**src/rtl/program_loader.sv**
```systemverilog
// Buffers a host-supplied program, streams it into the CPU's instruction-load
// port one word per clock, then pulses the CPU reset and releases it to run.
module program_loader #(
  parameter int DEPTH      = 32,
  parameter int AW         = 5,
  parameter int RST_CYCLES = 2
) (
  input  logic          clk,
  input  logic          Reset,
  input  logic          host_valid,
  input  logic [31:0]   host_data,
  input  logic          host_last,
  output logic          host_ready,
  input  logic          restart,
  output logic          CpuReset,
  output logic          LoadInstructions,
  output logic [31:0]   Instruction,
  output logic          busy,
  output logic          done,
  output logic [AW:0]   word_count
);

  localparam int RCW = (RST_CYCLES > 1) ? $clog2(RST_CYCLES + 1) : 1;
  localparam logic [AW:0]    LAST_IDX = (AW+1)'(DEPTH - 1);
  localparam logic [RCW-1:0] RST_LAST = RCW'(RST_CYCLES - 1);

  typedef enum logic [1:0] {FILL, STREAM, RST2, RUN} LoaderState;

  LoaderState state;
  logic [31:0]    progBuf [DEPTH];
  logic [AW:0]    rdIdx;
  logic [RCW-1:0] rstCnt;
  logic           handshake;

  assign handshake = host_valid & host_ready;

  // Program storage has no reset so it can map onto plain RAM.
  always_ff @(posedge clk) begin
    if (state == FILL && handshake)
      progBuf[word_count[AW-1:0]] <= host_data;
  end

  // Sequencer: every output is registered so the CPU sees clean edges.
  always_ff @(posedge clk or negedge Reset) begin
    if (!Reset) begin
      state            <= FILL;
      host_ready       <= 1'b1;
      CpuReset         <= 1'b1;
      LoadInstructions <= 1'b0;
      Instruction      <= '0;
      busy             <= 1'b0;
      done             <= 1'b0;
      word_count       <= '0;
      rdIdx            <= '0;
      rstCnt           <= '0;
    end else begin
      case (state)
        FILL: begin
          if (handshake) begin
            word_count <= word_count + 1'b1;
            if (host_last || word_count == LAST_IDX) begin
              state            <= STREAM;
              host_ready       <= 1'b0;
              CpuReset         <= 1'b0;
              LoadInstructions <= 1'b1;
              busy             <= 1'b1;
              // A one-word program has not reached the buffer yet.
              Instruction      <= (word_count == '0) ? host_data : progBuf[0];
              rdIdx            <= (AW+1)'(1);
            end
          end
        end

        STREAM: begin
          if (rdIdx == word_count) begin
            state            <= RST2;
            LoadInstructions <= 1'b0;
            Instruction      <= '0;
            CpuReset         <= 1'b1;
            rstCnt           <= '0;
          end else begin
            Instruction <= progBuf[rdIdx[AW-1:0]];
            rdIdx       <= rdIdx + 1'b1;
          end
        end

        RST2: begin
          if (rstCnt == RST_LAST) begin
            state    <= RUN;
            CpuReset <= 1'b0;
            busy     <= 1'b0;
            done     <= 1'b1;
          end else begin
            rstCnt <= rstCnt + 1'b1;
          end
        end

        RUN: begin
          if (restart) begin
            state      <= FILL;
            word_count <= '0;
            CpuReset   <= 1'b1;
            done       <= 1'b0;
            host_ready <= 1'b1;
          end
        end

        default: state <= FILL;
      endcase
    end
  end

endmodule

```
**config.mk**
```make
export PLATFORM = sky130hd
export DESIGN_NAME = program_loader
export DESIGN_NICKNAME = d
export VERILOG_FILES = /design/src/rtl/program_loader.sv
export SDC_FILE = /design/constraint.sdc
export NUM_CORES = 1
export LEC_CHECK = 0
export CORE_MARGIN = 1.5
export CORE_UTILIZATION = 40
export DETAILED_ROUTE_END_ITERATION = 10
export PLACE_DENSITY = 0.63
export SETUP_SLACK_MARGIN = 0.02
export SKIP_LAST_GASP = 1
export SLEW_MARGIN = 20
export SYNTH_ARGS = -nofsm -noshare
export SYNTH_HDL_FRONTEND = slang
export SYNTH_SLANG_ARGS = --single-unit
```
**constraint.sdc**
```tcl
create_clock -name clk -period 3.5 [get_ports clk]
set_input_delay 0.35 -clock clk [delete_from_list [all_inputs] [get_ports clk]]
set_output_delay 0.35 -clock clk [all_outputs]
set_load 0.02 [all_outputs]
```
Yosys cells after proc, flatten, opt, wreduce, memory -nomap -nowiden
Memory sizes are Yosys's and may differ from the RTL's.
Cells that the tools add are included.
{ "word_totals": {"memories": 1, "ram_bits": 1024, "inputBits": 37, "regBits": 53} }
{ "classes": {"addsub": 3, "n_reduce_logical": 18, "mux": 38, "bitwise": 1, "n_eq_ne": 13} }
{ "mem_list": {"columns": ["name", "words", "word_bits", "rd", "rd_ports_with_merged_regs", "wr", "line", "text"], "rows": [
  ["progBuf", 32, 32, 2, 0, 1, "30", "logic [31:0] progBuf [DEPTH];"]
]} }
{ "ops": {"columns": ["cell", "n"], "rows": [
  ["two-way mux 32 bit", 4],
  ["one-hot mux 32 bit (2 select lines)", 1],
  ["two-way mux 6 bit", 5],
  ["one-hot mux 6 bit (2 select lines)", 2],
  ["AND reduction 4 bit", 4],
  ["two-way mux 2 bit", 7],
  ["adder 6 x 1 -> 6 bit, second input constant", 2],
  ["two-way mux 1 bit", 12],
  ["!= test 2 bit, second input constant", 6],
  ["AND reduction 3 bit", 4],
  ["nonzero test 2 bit", 5],
  ["one-hot mux 1 bit (2 select lines)", 4],
  ["one-hot mux 2 bit (4 select lines)", 1],
  ["== test 6 x 5 -> 1 bit, second input constant", 1],
  ["== test 6 bit", 1],
  ["logical NOT 6 bit", 1],
  ["AND reduction 5 bit", 1],
  ["== test 2 x 1 -> 1 bit, second input constant", 2],
  ["== test 2 bit, second input constant", 2],
  ["one-hot mux 1 bit (4 select lines)", 1],
  ["one-hot mux 2 bit (2 select lines)", 1],
  ["adder 2 x 1 -> 2 bit, second input constant", 1],
  ["logical NOT 2 bit", 1],
  ["!= test 2 x 1 -> 1 bit, second input constant", 1],
  ["3 further kinds", 3]
]} }

Longest topological paths before layout
Gate-level depths: netlist of run 1.
{ "depth": {"word_depth": 5, "depth_mapped": 9, "depth_no_buf": 7} }

Worst setup path before layout of run 1
OpenSTA, ideal clock, no wires.
{ "synth_timing": {"path_kind": "flip-flop to flip-flop", "start": "register state[0]", "end": "memory progBuf[31][0], enable pin", "path_buffers": 1, "slack_ps": 263, "arrival_ps": 2816, "synth_period_minus_slack_ps": 3237, "setup_ps": 421, "stages_incl_launch_ff": 8, "path_cell_list": "dfrtp_1 -> inv_1 -> ha_1 -> clkbuf_1 -> inv_1 -> nor2_1 -> nand2_1 -> nor2_1"} }
{ "synth_via": {"elab_chain_cells": 4} }
{ "synth_lines": {"columns": ["item", "line", "text"], "rows": [
  ["start: declaration", "29", "LoaderState state;"],
  ["start signal: assignment", "46", "state <= FILL;"],
  ["start signal: assignment", "62", "state <= STREAM;"],
  ["start signal: assignment", "76", "state <= RST2;"],
  ["logical NOT 2 bit", "39", "if (state == FILL && handshake)"],
  ["logical AND 1 bit", "39", null],
  ["two-way mux 1 bit", "39", null],
  ["two-way mux 1 bit (not written as such)", "40", "progBuf[word_count[AW-1:0]] <= host_data;"],
  ["end: declaration", "30", null]
]} }
Every way passes these cells.

Worst setup path after layout of run 1
{ "layout_timing": {"start": "register rdIdx[0]", "end": "register Instruction[31]"} }
{ "layout_via": {"elab_chain_cells": 3} }
{ "layout_lines": {"columns": ["item", "line", "text"], "rows": [
  ["start: declaration", "31", "logic [AW:0] rdIdx;"],
  ["start signal: assignment", "69", "rdIdx <= (AW+1)'(1);"],
  ["start signal: assignment", "83", "rdIdx <= rdIdx + 1'b1;"],
  ["memory read (32 x 32 bit) / == test 6 bit (equally long branches)", null, null],
  ["two-way mux 32 bit (*)", "75", "if (rdIdx == word_count) begin"],
  ["one-hot mux 32 bit (2 select lines) (*)", "57", "case (state)"],
  ["end signal: assignment", "68", "Instruction <= (word_count == '0) ? host_data : progBuf[0];"],
  ["end signal: assignment", "82", "Instruction <= progBuf[rdIdx[AW-1:0]];"],
  ["end: declaration", "17", "output logic [31:0] Instruction,"]
]} }
Mark *: on every way between the ends. The rest lies on a longest branch, timed or not.
A chain may end at the register's enable or synchronous reset.

==> parameters.txt, run 1 <==
Parameter                              Value

Status
  Result of the run ... complete, no violations

Cells and area
  Summed area of non-filler cells in the final layout ... 49400 sq um
  Number of filler instances in the final layout ... 8558
  Fraction of layout instances using a drive strength above 1 ... roughly a quarter
  Final instance count without filler cells ... between 3000 and 4000
  ANT cells ... 0
  Area added between synthesis and finish ... 16.9%
  Net count reported at finish ... approximately 2400
  Util after Layout ... between 40 and 50%

Timing
  Worst max-slew margin expressed relative to the limit ... between 30% and 40%
  Top achievable clock speed ... between 300 and 400 MHz
  Skew final ... around 0.026 ns
  Transition at the pin with the smallest max-transition slack ... 1.05 ns
  Unrepaired setup endpoints after global routing ... no
  Fin crit share ... 84.6%
  Fin. Hold Viols ... 0
  Max Slew Vio Count ... 0
  Summed negative setup slack over all endpoints ... 0 ns
  Final setup slack of the worst path ... 0.540 ns
  Final setup violation count ... 0
  Final worst path period need ... 2.96 ns
  Final-layout worst hold slack ... 0.206 ns

Pwr
  Cell internal pwr ... 20.5 mW
  Pwr Density ... slightly above 500 nW/um^2
  Portion of total power attributed to combinational logic ... 1.3%
  Leakage ... around 16 nW
  Switching power ... 5.01 mW
  Flop pwr share ... 55.3%
  Maximum VDD drop ... 0.395 mV
  Share of power burned in the clock network ... 43.4%
  Design Power ... between 20 and 30 mW
  Switching fraction of total power ... 19.6%

Detailed routing
  Routed length per instance ... 29.5 um
  Detailed-route vias per instance ... about 6
  Overall routed net length ... 112 mm
  First DRT Iteration DRCs ... 2961
  Via count ... 22323
  Final antenna-violating net count ... 0
  Drt drc ... 0
  Detailed-routing iteration count for the pre-antenna-repair pass ... 6

Placed design
  Post-DP Area ... 46000 sq um
  Routability congestion estimate from global placement ... between 0.8 and 0.9
  I/O Buffers ... 79
  Estimated wirelength of the detail-placed design ... 70.3 mm
  Dpl cells ... 3584
  Worst setup timing slack at the placement stage ... 0.597 ns

Global route
  Pin count of the biggest net entering global routing ... 60
  GRT Overall Usage ... 20.7%
  Wire length of the first global-routing pass ... 161 mm
  Grt ovf ... 0
  Antenna violations before repair ... 6
  Vias in the first global route ... 22308

CTS
  Hold_buf cts ... 1
  H-tree Lvls ... 3
  Clock input transition at the sequential cells of the worst setup and hold paths ... 0.06 ns
  Post-cts gate resize count ... 0
  Maximum clock insertion buffer count ... 3
  Inserted Clock Buffers ... 108
  Clock Root Buffer ... sky130_fd_sc_hd__clkbuf_16
  Clock Latency Late Sink ... roughly 0.67 ns
  CTS tree ... yes
  Count of clock tree sinks ... 1077
  Number of setup buffers added after CTS ... 0

Worst setup path
  Maximum fanout along the worst path ... 32
  Cell Chain, Critical Path ... buf_12, mux4_2, nand2_1, a21oi_1, a2111oi_0, buf_4, o211ai_1
  CP Buf/Inv Count ... 2
  Setup crit end kind ... flip-flop
  Highest-delay cell along the critical path ... sky130_fd_sc_hd__dfrtp_4
  Crit path kind ... flip-flop to flip-flop
  Stage delay of the slowest cell on the critical path ... 0.77 ns
  Startpoint Class ... flip-flop
  Delay-heaviest family, CP ... compound AO/OA/AOI/OAI gates
  Crit path required time ... 4.05 ns
  WP data arrival ... 3.51 ns

Synthesis
  Number of enable flip-flop cells after synthesis ... 1024
  Asr flop ratio synth ... under 10%
  Post-synthesis sequential area ratio ... 75.9%
  Unique cell type count in the Yosys netlist ... 54
  Cell count after synthesis ... 2100
  Cell type with the largest total area after synthesis ... sky130_fd_sc_hd__edfxtp_1
  Synth Register Bits ... around 1100
  Most frequently used flop master after synthesis ... sky130_fd_sc_hd__edfxtp_1
  Most area-consuming cells after synthesis ... sky130_fd_sc_hd__edfxtp_1, sky130_fd_sc_hd__mux4_2, sky130_fd_sc_hd__mux2i_1
  Net count after synthesis ... 2148
  Post-synthesis instance area ... about 42000 sq um
  Fraction of post-synthesis cell area in the top cell type by area ... between 70 and 80%
  Synth warnings ... 0
  Mean area per synthesized cell ... 20.1 sq um

Floorplanning
  Die extent in y ... 328 um
  Num rows ... 119
  Area of the die ... 108000 sq um
  CORE AREA ... 105000 sq um
  Die width ... 328 um
  Effective utilization at floorplan ... 40.3%
  Number of primary I/O pins ... 80

Hold path
  HP Class ... input pin to asynchronous set/reset pin

Job
  Max cap viols ... 0
## registers in the layout, indices dropped and copies added (netlist names)
register,cells
progBuf,1024
Instruction,32
rdIdx,6
word_count,6
rstCnt,2
state,2
CpuReset,1
LoadInstructions,1
busy,1
done,1
host_ready,1
## kinds of logic (layout without fill, tap and decap cells)
logic type / count (synthesis) / in the layout / synth area share (%)
flip-flops: 1077 / 1077 / 75.9
multiplexers: 389 / 389 / 15.1
AND/OR/NAND/NOR: 260 / 260 / 2.91
AO/OA/AOI/OAI: 210 / 210 / 3.94
buffers and inverters: 145 / 440 / 1.68
adder cells (fa/ha/maj): 11 / 11 / 0.326
XOR/XNOR: 8 / 8 / 0.166
## area by class of cell
class,instances,area (sq um),area share (%)
clock buffer,135,2880,5.82
tap,1391,1740,3.52
sequential,1077,32100,64.9
timing repair buffer,225,2370,4.80
inverter,14,52.6,0.106
clock inverter,66,519,1.05
multi-input combinational,878,9780,19.8
## path summary, 6_finish.rpt
| kind | start | endpoint | slack, ns | depth (start not counted) |
|---|---|---|---|---|
| hold / removal | Reset | done | 0.21 | 2 |
| setup reg to reg | rdIdx[0] | Instruction[31] | 0.54 | 7 |
| min in group clk | restart | host_ready | 0.40 | 3 |
| max in group asynchronous | Reset | Instruction[18] | 2.34 | 3 |
| setup / recovery | rdIdx[0] | Instruction[31] | 0.54 | 7 |
| hold reg to reg | CpuReset | CpuReset | 0.48 | 2 |
## layer usage
metal	up-vias	global-route usage, %	wire, um
li1	9172	-	-
met1	11913	31.0	48500
met2	1112	31.9	51800
met3	126	3.54	9520
met4	0	4.51	1850
met5	-	0	0
## cell usage in the layout, fill, tap and decap left out, drive strengths merged, types with 3 or more instances in the layout
| master | instances |
|---|---|
| clkinv | 49 |
| nand3 | 9 |
| nand2 | 112 |
| clkbuf | 135 |
| a21oi | 11 |
| a22o | 4 |
| xnor2 | 8 |
| o311ai | 32 |
| or3b | 3 |
| a221o | 4 |
| edfxtp | 1024 |
| nand4 | 61 |
| nor2 | 50 |
| mux4 | 192 |
| o22a | 30 |
| mux2i | 133 |
| mux2 | 64 |
| clkdlybuf4s50 | 78 |
| nand3b | 5 |
| o211ai | 35 |
| buf | 146 |
| a221oi | 31 |
| o21ai | 12 |
| nor2b | 5 |
| bufinv | 7 |
| o22ai | 5 |
| nor3 | 4 |
| a22oi | 31 |
| ha | 11 |
| clkinvlp | 4 |
| inv | 20 |
| dfrtp | 51 |
## power groups by stage
stage                     clock [mW]  sequential [mW]  combinational [mW]
final                           11.1             14.1               0.330
after global routing            11.7             14.1               0.349
after CTS                       11.2             14.1               0.330
after detailed placement           0             14.4               0.330
after global placement             0             14.4               0.311
after floorplan                    0             14.4             0.00270
## cells in the mapped netlist, drive strengths merged (5+ instances only)
library cell     n
edfxtp        1024
mux4           192
mux2i          133
nand2          112
buf             75
mux2            64
nand4           61
clkbuf          56
dfrtp           51
nor2            50
o211ai          35
o311ai          32
a221oi          31
a22oi           31
o22a            30
inv             14
o21ai           12
a21oi           11
ha              11
nand3            9
xnor2            8
nand3b           5
nor2b            5
o22ai            5
## worst register-to-register path, stage by stage, from the launching register on
cell and delay (ns):
sky130_fd_sc_hd__dfrtp_4 0.77, sky130_fd_sc_hd__buf_12 0.33, sky130_fd_sc_hd__mux4_2 0.56, sky130_fd_sc_hd__nand2_1 0.11
sky130_fd_sc_hd__a21oi_1 0.09, sky130_fd_sc_hd__a2111oi_0 0.65, sky130_fd_sc_hd__buf_4 0.25, sky130_fd_sc_hd__o211ai_1 0.09
No activity file was read; power rests on OpenSTA's default activity.
==> inputs of run 2 (changes only) <==
Clock period 3.5 ns to 2.8 ns, I/O delays scaled along.
==> parameters.txt, run 2 (same netlist as run 1, synthesis figures left out) <==
Parameter                              Value

Status
  Result of the run ... complete, no violations

CTS
  H-tree Lvls ... 3
  Inserted Clock Buffers ... 107
  Count of clock tree sinks ... 1077
  Clock Latency Late Sink ... slightly below 0.7 ns
  Number of setup buffers added after CTS ... 0
  CTS tree ... yes
  Clock Root Buffer ... sky130_fd_sc_hd__clkbuf_16
  Clock input transition at the sequential cells of the worst setup and hold paths ... 0.06 ns
  Maximum clock insertion buffer count ... 3

Worst setup path
  Highest-delay cell along the critical path ... sky130_fd_sc_hd__dfrtp_4
  Crit path kind ... flip-flop to flip-flop
  Worst flop-to-flop path startpoint ... rdIdx[1]
  Crit path required time ... 3.36 ns
  Depth of the worst register-to-register path ... 6
  CP Buf/Inv Count ... 1
  Stage delay of the slowest cell on the critical path ... 0.60 ns
  WP data arrival ... 3.07 ns
  Cell Chain, Critical Path ... buf_12, xnor2_1, nand4_1, o21a_2, nand3b_1, mux2_2
  Setup crit end kind ... flip-flop
  Number of cells on the critical path ... 6
  R2r endpoint ... state[1]
  Delay-heaviest family, CP ... flip-flops
  Maximum fanout along the worst path ... 36
  Setup slack on the worst flop-to-flop path ... 0.30 ns
  Origin of the worst setup path ... rdIdx[1]
  Worst setup path endpoint ... state[1]
  Startpoint Class ... flip-flop

Pwr
  Design Power ... 32.5 mW
  Share of power burned in the clock network ... 44.8%
  Flop pwr share ... between 50% and 60%
  Leakage ... between 15 and 20 nW
  Cell internal pwr ... 26.2 mW
  Switching fraction of total power ... 19.3%
  Maximum VDD drop ... 0.438 mV
  Switching power ... 6.29 mW
  Pwr Density ... 650 nW/um^2
  Portion of total power attributed to combinational logic ... 1.1%

Detailed routing
  Routed length per instance ... 29.5 um
  Overall routed net length ... 112 mm
  Via count ... 22340
  First DRT Iteration DRCs ... 2794
  Detailed-route vias per instance ... between 5 and 6
  Final antenna-violating net count ... 0
  Detailed-routing iteration count for the pre-antenna-repair pass ... 5
  Drt drc ... 0

Global route
  Vias in the first global route ... 22958
  Antenna violations before repair ... 1
  Pin count of the biggest net entering global routing ... 50
  GRT Max-Usage Layer ... met2
  GRT Overall Usage ... 21.0%
  Met2 global-route usage ... 33.2%
  Grt ovf ... 0
  Wire length of the first global-routing pass ... around 160 mm
  Global Route met1 Usage ... 30.3%
  Met3 layer usage reported by global route ... 3.41%

Placed design
  Worst setup timing slack at the placement stage ... 0.297 ns
  Estimated wirelength of the detail-placed design ... between 60 and 70 mm
  Post-DP Area ... 46400 sq um
  I/O Buffers ... 79
  Routability congestion estimate from global placement ... 0.814

Floorplanning
  Num rows ... 119
  Area of the die ... 108000 sq um
  Die extent in y ... about 330 um
  CORE AREA ... 105000 sq um
  Number of primary I/O pins ... 80
  Effective utilization at floorplan ... between 40 and 50%
  Die width ... 328 um

Cells and area
  Summed area of non-filler cells in the final layout ... 50100 sq um
  Number of filler instances in the final layout ... between 8000 and 9000
  ANT cells ... 0
  Area added between synthesis and finish ... 18.5%
  Util after Layout ... between 40% and 50%
  Commonest non-fill, non-tap cells in the layout ... sky130_fd_sc_hd__edfxtp_1, sky130_fd_sc_hd__mux4_2, sky130_fd_sc_hd__mux2i_1, sky130_fd_sc_hd__buf_4, sky130_fd_sc_hd__nand2_1
  Net count reported at finish ... approximately 2400
  Fraction of layout instances using a drive strength above 1 ... 26.8%
  Max reg flops ... 1024
  Commonest non-fill, non-tap cell in the layout ... sky130_fd_sc_hd__edfxtp_1

Timing
  Skew final ... 0.0364 ns
  Final setup violation count ... 0
  Final worst path period need ... 2.50 ns
  Fin. Hold Viols ... 0
  Fin crit share ... about 89%
  Transition at the pin with the smallest max-transition slack ... 0.858 ns
  Worst max-slew margin expressed relative to the limit ... a little over two fifths
  Max Slew Vio Count ... 0
  Top achievable clock speed ... ~400 MHz
  Final-layout worst hold slack ... ~0.13 ns
  Unrepaired setup endpoints after global routing ... no
  Final setup slack of the worst path ... 0.296 ns

Job
  Max cap viols ... 0

Hold path
  HP Class ... input pin to asynchronous set/reset pin
run 2: cell types whose count changed in the layout (fill, tap and decap cells not counted):
cell,delta
sky130_fd_sc_hd__buf_4,+7
sky130_fd_sc_hd__clkinv_4,+1
sky130_fd_sc_hd__inv_16,+1
sky130_fd_sc_hd__clkbuf_8,+13
sky130_fd_sc_hd__clkinvlp_4,+1
sky130_fd_sc_hd__inv_6,-3
sky130_fd_sc_hd__bufinv_16,+3
sky130_fd_sc_hd__dlygate4sd3_1,+1
sky130_fd_sc_hd__buf_12,+18
sky130_fd_sc_hd__clkinv_2,+2
sky130_fd_sc_hd__clkinv_1,-16
sky130_fd_sc_hd__clkbuf_1,-2
run 2: repair_timing:
item	in CTS	in global routing
hold buffers	2	0
hold endpoints to repair	52	0
resized for setup	0	0
run 2: worst min path at each step:
stage / to / slack [ns]
after floorplan: Instruction[0] / -0.02
after global placement: rstCnt[0] / 0.13
after detailed placement: rstCnt[1] / 0.13
after CTS: CpuReset / 0.1
after global routing: CpuReset / 0.13
final: CpuReset / 0.13
run 2: through the flow:
step	TNS, ns	cells
4_1_cts	0	3812
2_1_floorplan	-400.68	2100
3_3_place_gp	0	3609
6_report	0	3812
3_5_place_dp	0	3609
5_1_grt	0	3812
run 2: per-layer routing:
layer / vias up / wire length, um
li1: 9217 / -
met1: 11917 / 47800
met2: 1063 / 53300
met3: 143 / 9210
met4: 0 / 2190
met5: - / 0
run 2: power groups by stage:
stage          combinational [mW]  clock [mW]  sequential, mW
2_1_floorplan             0.00337           0            18.0
3_3_place_gp                0.317           0            18.0
3_5_place_dp                0.342           0            18.0
4_1_cts                     0.345        14.8            17.6
5_1_grt                     0.376        15.4            17.6
6_report                    0.344        14.6            17.6
run 2: final cells by class:
type	instances	area [sq um]	area share (%)
Sequential cell	1077	32100	64.1
Clock buffer	146	3050	6.09
Tap cell	1391	1740	3.48
Clock inverter	55	569	1.14
Inverter	14	52.6	0.105
Multi-Input combinational cell	878	9780	19.5
Timing Repair Buffer	251	2800	5.58
